`config.mk`:
```
export PLATFORM = sky130hd
export DESIGN_NAME = note_spawner
export DESIGN_NICKNAME = d
export VERILOG_FILES = /design/src/rtl/note_spawner.sv
export SDC_FILE = /design/constraint.sdc
export NUM_CORES = 1
export LEC_CHECK = 0
export BUFFER_PORTS_ARGS = -buffer_cell sky130_fd_sc_hd__buf_2
export CORE_MARGIN = 5
export CORE_UTILIZATION = 50
export CTS_CLUSTER_SIZE = 25
export DETAILED_ROUTE_END_ITERATION = 12
export PLACE_DENSITY = 0.71
export SETUP_SLACK_MARGIN = 0.05
export SLEW_MARGIN = 20
export SYNTH_ARGS = -nofsm -noshare
export SYNTH_HDL_FRONTEND = slang
export SYNTH_SLANG_ARGS = --single-unit
export TNS_END_PERCENT = 5
```
`constraint.sdc`:
```
create_clock -name clk -period 5 [get_ports clk]
set_clock_uncertainty 0.1 [all_clocks]
set_input_delay 0.25 -clock clk [delete_from_list [all_inputs] [get_ports clk]]
set_output_delay 0.25 -clock clk [all_outputs]
set_load 0.03 [all_outputs]
```
`src/rtl/note_spawner.sv`:
```
// note_spawner: beat-driven rhythm note generator with a FWFT note queue.
//
// Ports:
//   clk, reset_n              clock; asynchronous active-low reset
//   start, stop, beat         one-cycle control pulses
//   difficulty[1:0]           note density select (threshold 4/8/12/16)
//   rnd[9:0]                  current LFSR word
//   rnd_en                    LFSR advance strobe (beat while running)
//   note_lanes[LANES-1:0]     head-of-queue lane pattern (0 when empty)
//   note_valid / note_ready   queue output handshake
//   busy                      FSM not in IDLE
//   overflow                  sticky: a hit was dropped on a full queue
//   note_count[9:0]           notes pushed since start, saturating
//
// Optional feature: define NOTE_SPAWNER_DOUBLE_EN to allow double notes at
// difficulty 3 when rnd[5] is set (second lane chosen by rnd[3:2]).
module note_spawner #(
    parameter int LANES      = 4,
    parameter int FIFO_DEPTH = 8,
    parameter int GAP_MIN    = 1
) (
    input  logic             clk,
    input  logic             reset_n,
    input  logic             start,
    input  logic             stop,
    input  logic             beat,
    input  logic [1:0]       difficulty,
    input  logic [9:0]       rnd,
    output logic             rnd_en,
    output logic [LANES-1:0] note_lanes,
    output logic             note_valid,
    input  logic             note_ready,
    output logic             busy,
    output logic             overflow,
    output logic [9:0]       note_count
);
    localparam int AW = $clog2(FIFO_DEPTH);
    localparam int RW = GAP_MIN > 0 ? $clog2(GAP_MIN + 1) : 1;

    typedef enum logic [1:0] {IDLE, RUN, DRAIN} state_t;

    state_t           state_q, state_d;
    logic [LANES-1:0] mem_q [FIFO_DEPTH];
    logic [AW-1:0]    wr_q, rd_q;
    logic [AW:0]      cnt_q, cnt_d;
    logic [RW-1:0]    rest_q, rest_d;
    logic             ovf_q, ovf_d;
    logic [9:0]       count_q, count_d;
    logic [4:0]       thr;
    logic [LANES-1:0] pattern;
    logic             run_beat, start_run, hit, push, pop, full;

    assign start_run = state_q == IDLE && start;
    assign run_beat  = state_q == RUN && beat;
    assign thr       = {1'b0, difficulty, 2'b00} + 5'd4;
    assign hit       = run_beat && rest_q == '0 && {1'b0, rnd[9:6]} < thr;
    assign full      = cnt_q == (AW+1)'(FIFO_DEPTH);
    assign pop       = note_valid && note_ready;
    // A full queue still takes a hit when the head leaves in the same cycle.
    assign push      = hit && (!full || pop);

`ifdef NOTE_SPAWNER_DOUBLE_EN
    assign pattern = (LANES'(1) << rnd[1:0]) |
                     ((difficulty == 2'd3 && rnd[5]) ? LANES'(1) << rnd[3:2] : '0);
`else
    assign pattern = LANES'(1) << rnd[1:0];
`endif

    always_ff @(posedge clk or negedge reset_n) begin
        if (!reset_n) state_q <= IDLE;
        else          state_q <= state_d;
    end

    // DRAIN exits on the edge that removes the last entry, so busy drops
    // the cycle right after the final pop.
    always_comb begin
        state_d = state_q == IDLE ? (start ? RUN : IDLE) :
                  state_q == RUN  ? (stop ? DRAIN : RUN) :
                                    (cnt_d == '0 ? IDLE : DRAIN);
    end

    always_comb begin
        busy       = state_q != IDLE;
        rnd_en     = run_beat;
        note_valid = cnt_q != '0;
        note_lanes = note_valid ? mem_q[rd_q] : '0;
        overflow   = ovf_q;
        note_count = count_q;
    end

    always_comb begin
        cnt_d   = cnt_q + (AW+1)'(push) - (AW+1)'(pop);
        rest_d  = start_run ? '0 :
                  hit ? RW'(GAP_MIN) :
                  (run_beat && rest_q != '0) ? rest_q - RW'(1) : rest_q;
        ovf_d   = start_run ? 1'b0 : ovf_q | (hit && !push);
        count_d = start_run ? '0 :
                  (push && count_q != 10'h3FF) ? count_q + 10'd1 : count_q;
    end

    always_ff @(posedge clk or negedge reset_n) begin
        if (!reset_n) begin
            wr_q    <= '0;
            rd_q    <= '0;
            cnt_q   <= '0;
            rest_q  <= '0;
            ovf_q   <= 1'b0;
            count_q <= '0;
        end else begin
            wr_q    <= wr_q + AW'(push);
            rd_q    <= rd_q + AW'(pop);
            cnt_q   <= cnt_d;
            rest_q  <= rest_d;
            ovf_q   <= ovf_d;
            count_q <= count_d;
        end
    end

    always_ff @(posedge clk) begin
        if (push) mem_q[wr_q] <= pattern;
    end
endmodule

```
==> results by group, run 1 <==
Min path
  – Hold WC Path Type: input pin to register
  – Hold path depth: 2

Timing
  – Hold WS: 24.5 ps
  – Setup_tns: 0 ps
  – Final Hold Fails: 0
  – Min cycle time layout: 3310 ps
  – Final setup violation count: 0
  – Fin crit share: 0.663
  – Slew margin rel.: 0.350
  – Peak Freq: 302 MHz
  – RSZ-0062 raised after global routing: false
  – Slew Viols, Final: 0
  – Actual slew at the worst max-slew pin: approximately 960 ps

Drt
  – DRT antenna net count: 0
  – Drt pass-1 iters: 4
  – Initial DRC count: 77
  – Vias: 1656
  – Drt drc: 0
  – DRT Wirelength: 4.93 mm
  – Via/cell ratio: 5.65
  – WL per Instance: ~17 um

Cells and area
  – Layout area overhead: 11.8%
  – Non-Filler Instances: 293
  – Layout Nets: 253
  – Fin area: 3010 um^2
  – # diodes: 0
  – Layout cell share with drive strength beyond 1: 0.256

Synthesis
  – Ys async rst share: 0.429
  – Post-Synthesis Cells: 192
  – Syn nets: 223
  – Yosys reg bits: 56
  – Sequential share of the synthesized area: 0.581
  – Top-count cell post-synth: edfxtp_1
  – Commonest cells in the netlist: edfxtp_1 (32), dfrtp_1 (24), nor2_1 (13)
  – Yosys top cell by area: edfxtp_1
  – Main flop type after synthesis: edfxtp_1
  – YS warnings: 0
  – Synth unique cells: 50
  – Yosys top cell area share: 0.357
  – Post-synth EDFFs: 32
  – Syn avg cell area: 14.0 um^2
  – Synthesized cell area: around 2700 um^2
  – Synth top area cells: edfxtp_1 (36%), dfrtp_1 (22%), mux4_2 (6.7%), ha_1 (5.6%), mux2i_1 (2.2%)

Power
  – Internal: 0.898 mW
  – Power per standard cell area: around 460 nW/um^2
  – Flop pwr share: 0.463
  – Logic pwr share: 0.327
  – Clock Power Share: 0.209
  – Net Sw Frac: 0.347
  – Peak supply drop: ~0.00026 V
  – Pleak: 1.22 nW
  – Switch Pwr: roughly 0.48 mW

Floorplanning
  – Core Area: 5170 um^2
  – Initial core utilization: 0.520
  – Core Rows: 26
  – IO Pins: 36
  – Die H: 83.3 um
  – Full die area: 6940 um^2
  – Die Width: approximately 83 um

Placement
  – Final GP Congestion: between 0.8 and 0.9
  – Post-detail-place hpwl: approximately 3.6 mm
  – DP Area: 2890 um^2
  – Placed instance count: 284
  – PortBufs: 29

Global routing
  – Initial antenna violation count: 0
  – Overflow after GRT: 0
  – Tot GR Track Use: 0.149
  – Number of global-route vias before repair: roughly 1700
  – Largest net degree at the start of global routing: 25
  – First-pass GRT wire length: 8.31 mm

Worst setup path
  – Critical path launch point type: input pin
  – Required @ worst endpoint: just over 5000 ps
  – Worst stage delay on the critical path: 640 ps
  – R2R cell count: 11
  – Worst path slowest cell: or4b_2
  – Crit Path Max Fanout: 8
  – Kind of critical path: input pin to register
  – CP Capture Type: register
  – CP cell instances: buf_2, ha_1, inv_1, ha_1, or3_4, a21oi_4, nand2_2, o21ai_0, ha_1, fa_1, or4b_2, o21ba_2
  – Crit path top cell by count: ha_1
  – WP data arrival: 3410 ps

Job
  – Max_cap viols: 0

CTS
  – CTS sink cnt: 56
  – Cts bufs inserted: 5
  – Max Buffers Root-to-Sink: 2
  – CTS Root Cell: clkbuf_8
  – CTS tree: yes
  – H-tree depth: 2
  – Post-CTS resize count: 0
  – Clock latency of the later-clocked register in the worst-skew pair: 300 ps
  – Clock transition at path regs: 90 ps

Run status
  – Status: completed
[kinds of logic after synthesis]
family                   share of synthesized area
AO/OA/AOI/OAI                               0.0828
XOR/XNOR                                    0.0228
multiplexers                                0.0935
buffers and inverters                       0.0223
adder cells (fa/ha/maj)                     0.0633
flip-flops                                   0.581
AND/OR/NAND/NOR                              0.134
[layout by cell type, fill, tap and decap left out, types with 2 or more instances in the layout]
cell	n
nand2_1	7
nor2_1	13
nor2b_1	2
nand3_1	6
and2_1	4
clkbuf_8	5
buf_2	29
nor3_1	3
inv_1	7
mux4_2	8
xor2_1	6
o311ai_0	2
a21boi_0	2
a221o_1	2
and4_1	3
o21ba_2	2
edfxtp_1	32
a21oi_1	5
mux2i_1	6
nor4_1	4
dfrtp_1	24
o21ai_0	4
nand2b_1	2
nand4_1	5
ha_1	12
nand3b_1	2
[state kept, by name, indices dropped and copies added, names as in the netlist]
| register | cells |
|---|---|
| cnt_q | 4 |
| mem_q | 32 |
| note_count | 10 |
| overflow | 1 |
| rd_q | 3 |
| rest_q | 1 |
| state_q | 2 |
| wr_q | 3 |
[area by class of cell]
type | count | area [um^2]
multi-input cells | 122 | 1070
inverters | 7 | 26.3
clock buffers | 6 | 72.6
flip-flops and latches | 56 | 1560
fillers | 432 | 2170
repair buffers | 30 | 155
well taps | 70 | 87.6
clock inverters | 2 | 35.0
[metrics by stage]
stage	worst slack (ps)	total power [mW]	util
finish	1690	1.38	0.581
detailed placement	1360	1.11	0.558
floorplan	1650	0.983	-
global placement	1410	1.09	0.558
CTS	1690	1.40	0.581
global route	1550	1.47	0.581
[worst paths after layout]
kind,from,end,slack (ps)
worst max-delay path,difficulty[0],state_q[1],1690
worst min-delay path,stop,state_q[0],20
worst max register to register,cnt_q[2],state_q[1],1760
worst min register to register,overflow,overflow,420
max in group asynchronous,reset_n,state_q[1],4090
min in group asynchronous,reset_n,note_count[4],350
[repair_timing]
action,in CTS,in global routing
setup buffers,0,0
endpoints found under the hold margin,24,0
hold buffers,1,0
[routing by layer]
metal / global-route usage / part of all wire / vias to the layer above
li1: - / - / 798
met5: 0 / 0 / -
met1: 0.198 / 0.46 / 824
met3: 0.0337 / 0.035 / 4
met4: 0.0312 / 0.0085 / 0
met2: 0.251 / 0.50 / 30
[worst max-delay path: cells and delay by family]
family          cells  cell delay [ps]
simple gates        3             1230
fa+ha+maj           4             1100
compound gates      3              680
buf+inv             2              150
[power by group through the flow]
stage | clock, mW | sequential, mW | combinational, mW
floorplan | 0 | 0.602 | 0.381
global placement | 0 | 0.648 | 0.442
detailed placement | 0 | 0.651 | 0.456
CTS | 0.295 | 0.641 | 0.459
global route | 0.316 | 0.653 | 0.500
finish | 0.288 | 0.637 | 0.450
Power figures use the tool's default switching activity.
==> run 2: changes to the inputs <==
- clock period: 5 -> 3.05 ns (I/O delays scaled with it)
==> results by group, run 2 (synthesized netlist as in run 1, its figures left out) <==
Cells and area
  – Layout area overhead: 15.9%
  – Max reg flops: 32
  – Most flop-heavy register: mem_q
  – Layout cell share with drive strength beyond 1: 0.311
  – Filler instances: 403
  – Commonest non-fill, non-tap cell in the layout: edfxtp_1
  – Layout Nets: between 200 and 300
  – Highest-count cells in the layout ignoring fill and taps: edfxtp_1 (32), buf_2 (29), dfrtp_1 (24)
  – # diodes: 0

Power
  – Power per standard cell area: between 700 and 800 nW/um^2
  – Switch Pwr: 0.803 mW
  – Logic pwr share: 0.337
  – Pleak: 1.28 nW
  – Clock Power Share: 0.207
  – Flop pwr share: 0.455
  – Net Sw Frac: 0.349
  – Peak supply drop: 0.000375 V
  – Final Total Pwr: 2.30 mW
  – Internal: 1.49 mW

Job
  – Max_cap viols: 0

Global routing
  – First-pass GRT wire length: 8.38 mm
  – Number of global-route vias before repair: 1718
  – Overflow after GRT: 0
  – Tot GR Track Use: 0.151
  – Initial antenna violation count: 0
  – Largest net degree at the start of global routing: 25

Min path
  – Hold path depth: 3
  – Hold path endpoint: state_q[0]
  – Hold WC Path Type: input pin to register
  – Hold_sp: start

Drt
  – Vias: 1703
  – DRT Wirelength: 4.98 mm
  – DRT antenna net count: 0
  – Routed wl met2: 2.59 mm
  – WL per Instance: 16.3 um
  – Met1 wire length: 2.18 mm
  – Drt pass-1 iters: 6
  – Max layer used: met4
  – Initial DRC count: around 110
  – WL met3: approximately 160 um
  – Via/cell ratio: 5.58
  – Drt drc: 0

Timing
  – Min cycle time layout: around 2800 ps
  – Slew Viols, Final: 0
  – Slew margin rel.: 0.637
  – Peak Freq: roughly 350 MHz
  – Final setup violation count: 0
  – Actual slew at the worst max-slew pin: approximately 540 ps
  – RSZ-0062 raised after global routing: false
  – Setup_tns: 0 ps
  – Hold WS: between 30 and 40 ps
  – Final Hold Fails: 0
  – Fin crit share: 0.934

Floorplanning
  – Core Area: 5170 um^2
  – Die H: 83.3 um
  – Die Width: 83.3 um
  – IO Pins: 36
  – Full die area: 6940 um^2
  – Core Rows: 26
  – Initial core utilization: 0.520

Worst setup path
  – Kind of critical path: register to register
  – FF-to-FF Start: cnt_q[2]
  – WP data arrival: between 2000 and 3000 ps
  – Reg2reg end: state_q[1]
  – CP Capture Type: register
  – R2R cell count: 10
  – R2r setup slk: 200 ps
  – Required @ worst endpoint: about 3200 ps
  – Crit Path Max Fanout: 5
  – Critical path launch point type: register

CTS
  – Clock transition at path regs: 100 ps
  – CTS Root Cell: clkbuf_8
  – H-tree depth: 2
  – CTS sink cnt: 56
  – Cts bufs inserted: 5
  – Setup bufs post-CTS: 0
  – Clock latency of the later-clocked register in the worst-skew pair: around 300 ps
  – Max Buffers Root-to-Sink: 2
  – CTS tree: yes

Placement
  – Final GP Congestion: 0.859
  – Post-detail-place hpwl: around 3.7 mm
  – PortBufs: 29

Run status
  – Status: completed
run 2: cell types whose count changed in the layout (fill, tap and decap cells not counted), sizes merged:
cell | previous run | this run
buf | 29 | 40
clkinvlp | 0 | 1
dlygate4sd3 | 1 | 2
clkbuf | 6 | 5
run 2: worst max-delay path: stages (launching register included):
cell,delay [ps]
dfrtp_1,370
inv_1,100
ha_1,170
and2_2,210
inv_1,90
and2_1,180
o21ai_1,140
ha_2,210
fa_1,460
or4b_4,530
o21ba_2,200
run 2: how the worst max path moves through the flow:
stage | to | startpoint | slack [ps]
after CTS | state_q[1] | cnt_q[2] | 130
after global placement | state_q[1] | difficulty[0] | -60
after floorplan | state_q[1] | difficulty[0] | 30
after global routing | state_q[1] | cnt_q[1] | 50
after detailed placement | state_q[1] | difficulty[0] | -100
final | state_q[1] | cnt_q[2] | 200
run 2: layout make-up:
| type | count | area (um^2) | share of cell area |
|---|---|---|---|
| multi-input cells | 122 | 1080 | 0.347 |
| repair buffers | 42 | 248 | 0.0795 |
| clock buffers | 5 | 68.8 | 0.0221 |
| flip-flops and latches | 56 | 1560 | 0.501 |
| clock inverters | 3 | 42.5 | 0.0136 |
| inverters | 7 | 26.3 | 0.00843 |
| well taps | 70 | 87.6 | 0.0281 |
run 2: power groups by stage:
stage	clock network (mW)	registers, mW	logic [mW]
6_report	0.476	1.05	0.775
5_1_grt	0.525	1.07	0.864
4_1_cts	0.484	1.05	0.782
3_5_place_dp	0	1.07	0.777
3_3_place_gp	0	1.06	0.752
2_1_floorplan	0	0.987	0.638
run 2: stage by stage:
step           cell area, um^2   util  cells  setup slack [ps]
2_1_floorplan             2700      -    192              30.3
5_1_grt                   3120  0.603    305              46.4
3_3_place_gp              2980  0.577    295             -60.4
3_5_place_dp              2980  0.577    295              -103
4_1_cts                   3120  0.602    305               129
6_report                  3120  0.603    305               200
run 2: routing by layer:
| layer | up-vias | GRT usage |
|---|---|---|
| met5 | - | 0 |
| met4 | 0 | 0.0386 |
| met3 | 6 | 0.0327 |
| met2 | 28 | 0.263 |
| met1 | 842 | 0.192 |
| li1 | 827 | - |
run 2: what timing repair did:
action	4_1_cts	5_1_grt
hold endpoints to repair	25	0
resized for setup	0	1
hold buffers	2	0
endpoints found under the setup margin	0	1
==> run 3: changes to the inputs <==
- BUFFER_PORTS_ARGS: -buffer_cell sky130_fd_sc_hd__buf_2 -> -buffer_cell sky130_fd_sc_hd__clkbuf_2
==> results by group, run 3 (synthesized netlist as in run 1, its figures left out) <==
Run status
  – Status: completed

CTS
  – CTS tree: yes
  – H-tree depth: 2
  – CTS sink cnt: 56
  – Clock latency of the later-clocked register in the worst-skew pair: 300 ps
  – Max Buffers Root-to-Sink: 2
  – Setup bufs post-CTS: 0
  – CTS Root Cell: clkbuf_8
  – Cts bufs inserted: 5
  – Clock transition at path regs: 90 ps

Job
  – Max_cap viols: 0

Cells and area
  – # diodes: 0
  – Max reg flops: 32
  – Layout area overhead: 15.2%
  – Highest-count cells in the layout ignoring fill and taps: edfxtp_1 (32), clkbuf_2 (29), dfrtp_1 (24)
  – Layout cell share with drive strength beyond 1: 0.309
  – Fin area: 3100 um^2
  – Layout Nets: 266
  – Most flop-heavy register: mem_q
  – Util after Layout: 0.599
  – Commonest non-fill, non-tap cell in the layout: edfxtp_1
  – Filler instances: 411

Floorplanning
  – Die H: around 83 um
  – Initial core utilization: 0.520
  – Core Rows: 26
  – Full die area: 6940 um^2
  – Core Area: 5170 um^2
  – Die Width: 83.3 um
  – IO Pins: 36

Timing
  – Slew margin rel.: 0.584
  – Fin crit share: 0.928
  – Min cycle time layout: 2830 ps
  – Slew Viols, Final: 0
  – Hold WS: 24.5 ps
  – Peak Freq: approximately 350 MHz
  – Final setup violation count: 0
  – Final Hold Fails: 0
  – Actual slew at the worst max-slew pin: 624 ps
  – RSZ-0062 raised after global routing: false

Global routing
  – Number of global-route vias before repair: 1717
  – Initial antenna violation count: 0
  – Overflow after GRT: 0
  – Largest net degree at the start of global routing: 25
  – Tot GR Track Use: 0.145
  – First-pass GRT wire length: 8.16 mm

Worst setup path
  – WP data arrival: 2930 ps
  – Kind of critical path: register to register
  – R2R cell count: 11
  – CP Capture Type: register
  – Critical path launch point type: register
  – Required @ worst endpoint: 3150 ps
  – Crit Path Max Fanout: 5

Power
  – Peak supply drop: 0.000275 V
  – Pleak: 1.27 nW
  – Final Total Pwr: between 2 and 2.5 mW
  – Power per standard cell area: slightly above 700 nW/um^2

Placement
  – Post-detail-place hpwl: 3.57 mm
  – PortBufs: 29
  – DP Area: 2990 um^2
  – Final GP Congestion: 0.841

Drt
  – DRT Wirelength: 4.83 mm
  – Vias: 1693
  – Drt pass-1 iters: 4
  – Drt drc: 0
  – Initial DRC count: 75
  – DRT antenna net count: 0
  – WL per Instance: 15.8 um
  – Via/cell ratio: 5.53

Min path
  – Hold path depth: 3
  – Hold WC Path Type: input pin to register
[run 3: path summary, 6_finish.rpt]
kind | start | end | slack (ps)
setup / recovery | cnt_q[2] | state_q[1] | 220
hold / removal | start | state_q[0] | 20
setup reg to reg | cnt_q[2] | state_q[1] | 220
hold reg to reg | overflow | overflow | 430
max in group asynchronous | reset_n | cnt_q[0] | 2160
min in group asynchronous | reset_n | note_count[2] | 280
[run 3: area by class of cell]
type                            instances  area, um^2  share of cell area
Clock buffer                            6        72.6              0.0234
Clock inverter                          2        12.5             0.00404
Inverter                                7        26.3             0.00848
Multi-Input combinational cell        122        1080               0.349
Sequential cell                        56        1560               0.504
Tap cell                               70        87.6              0.0283
Timing Repair Buffer                   43         255              0.0824
[run 3: stage by stage]
stage / std cells / worst slack [ps] / setup TNS [ps]
6_report: 306 / 220 / 0
2_1_floorplan: 192 / 30.3 / 0
3_5_place_dp: 296 / -94.6 / -94.6
4_1_cts: 306 / 125 / 0
3_3_place_gp: 296 / -52.0 / -52.0
5_1_grt: 306 / 67.3 / 0
[run 3: report_power, final]
part / internal [mW] / switching, mW
clock: 0.161 / 0.229
sequential: 0.899 / 0.149
combinational: 0.349 / 0.416
[run 3: worst max-delay path: stages, from the launching register on]
cell	delay, ps
dfrtp_1	330
inv_1	70
ha_1	210
and2_2	210
inv_1	100
and2_1	160
o21ai_1	70
ha_2	200
fa_1	410
xor2_1	190
or4b_4	480
o21ba_2	200
[run 3: layer usage]
layer  up-vias  global-route usage  routed length, um
met2        32               0.240               2450
li1        823                   -                  -
met4         0              0.0357                 20
met3         2              0.0317                197
met1       836               0.195               2160
met5         -                   0                  0
[run 3: timing repair]
action | CTS | global route
endpoints found under the hold margin | 25 | 0
hold buffers | 2 | 0
setup endpoints to repair | 0 | 1
resized for setup | 0 | 1
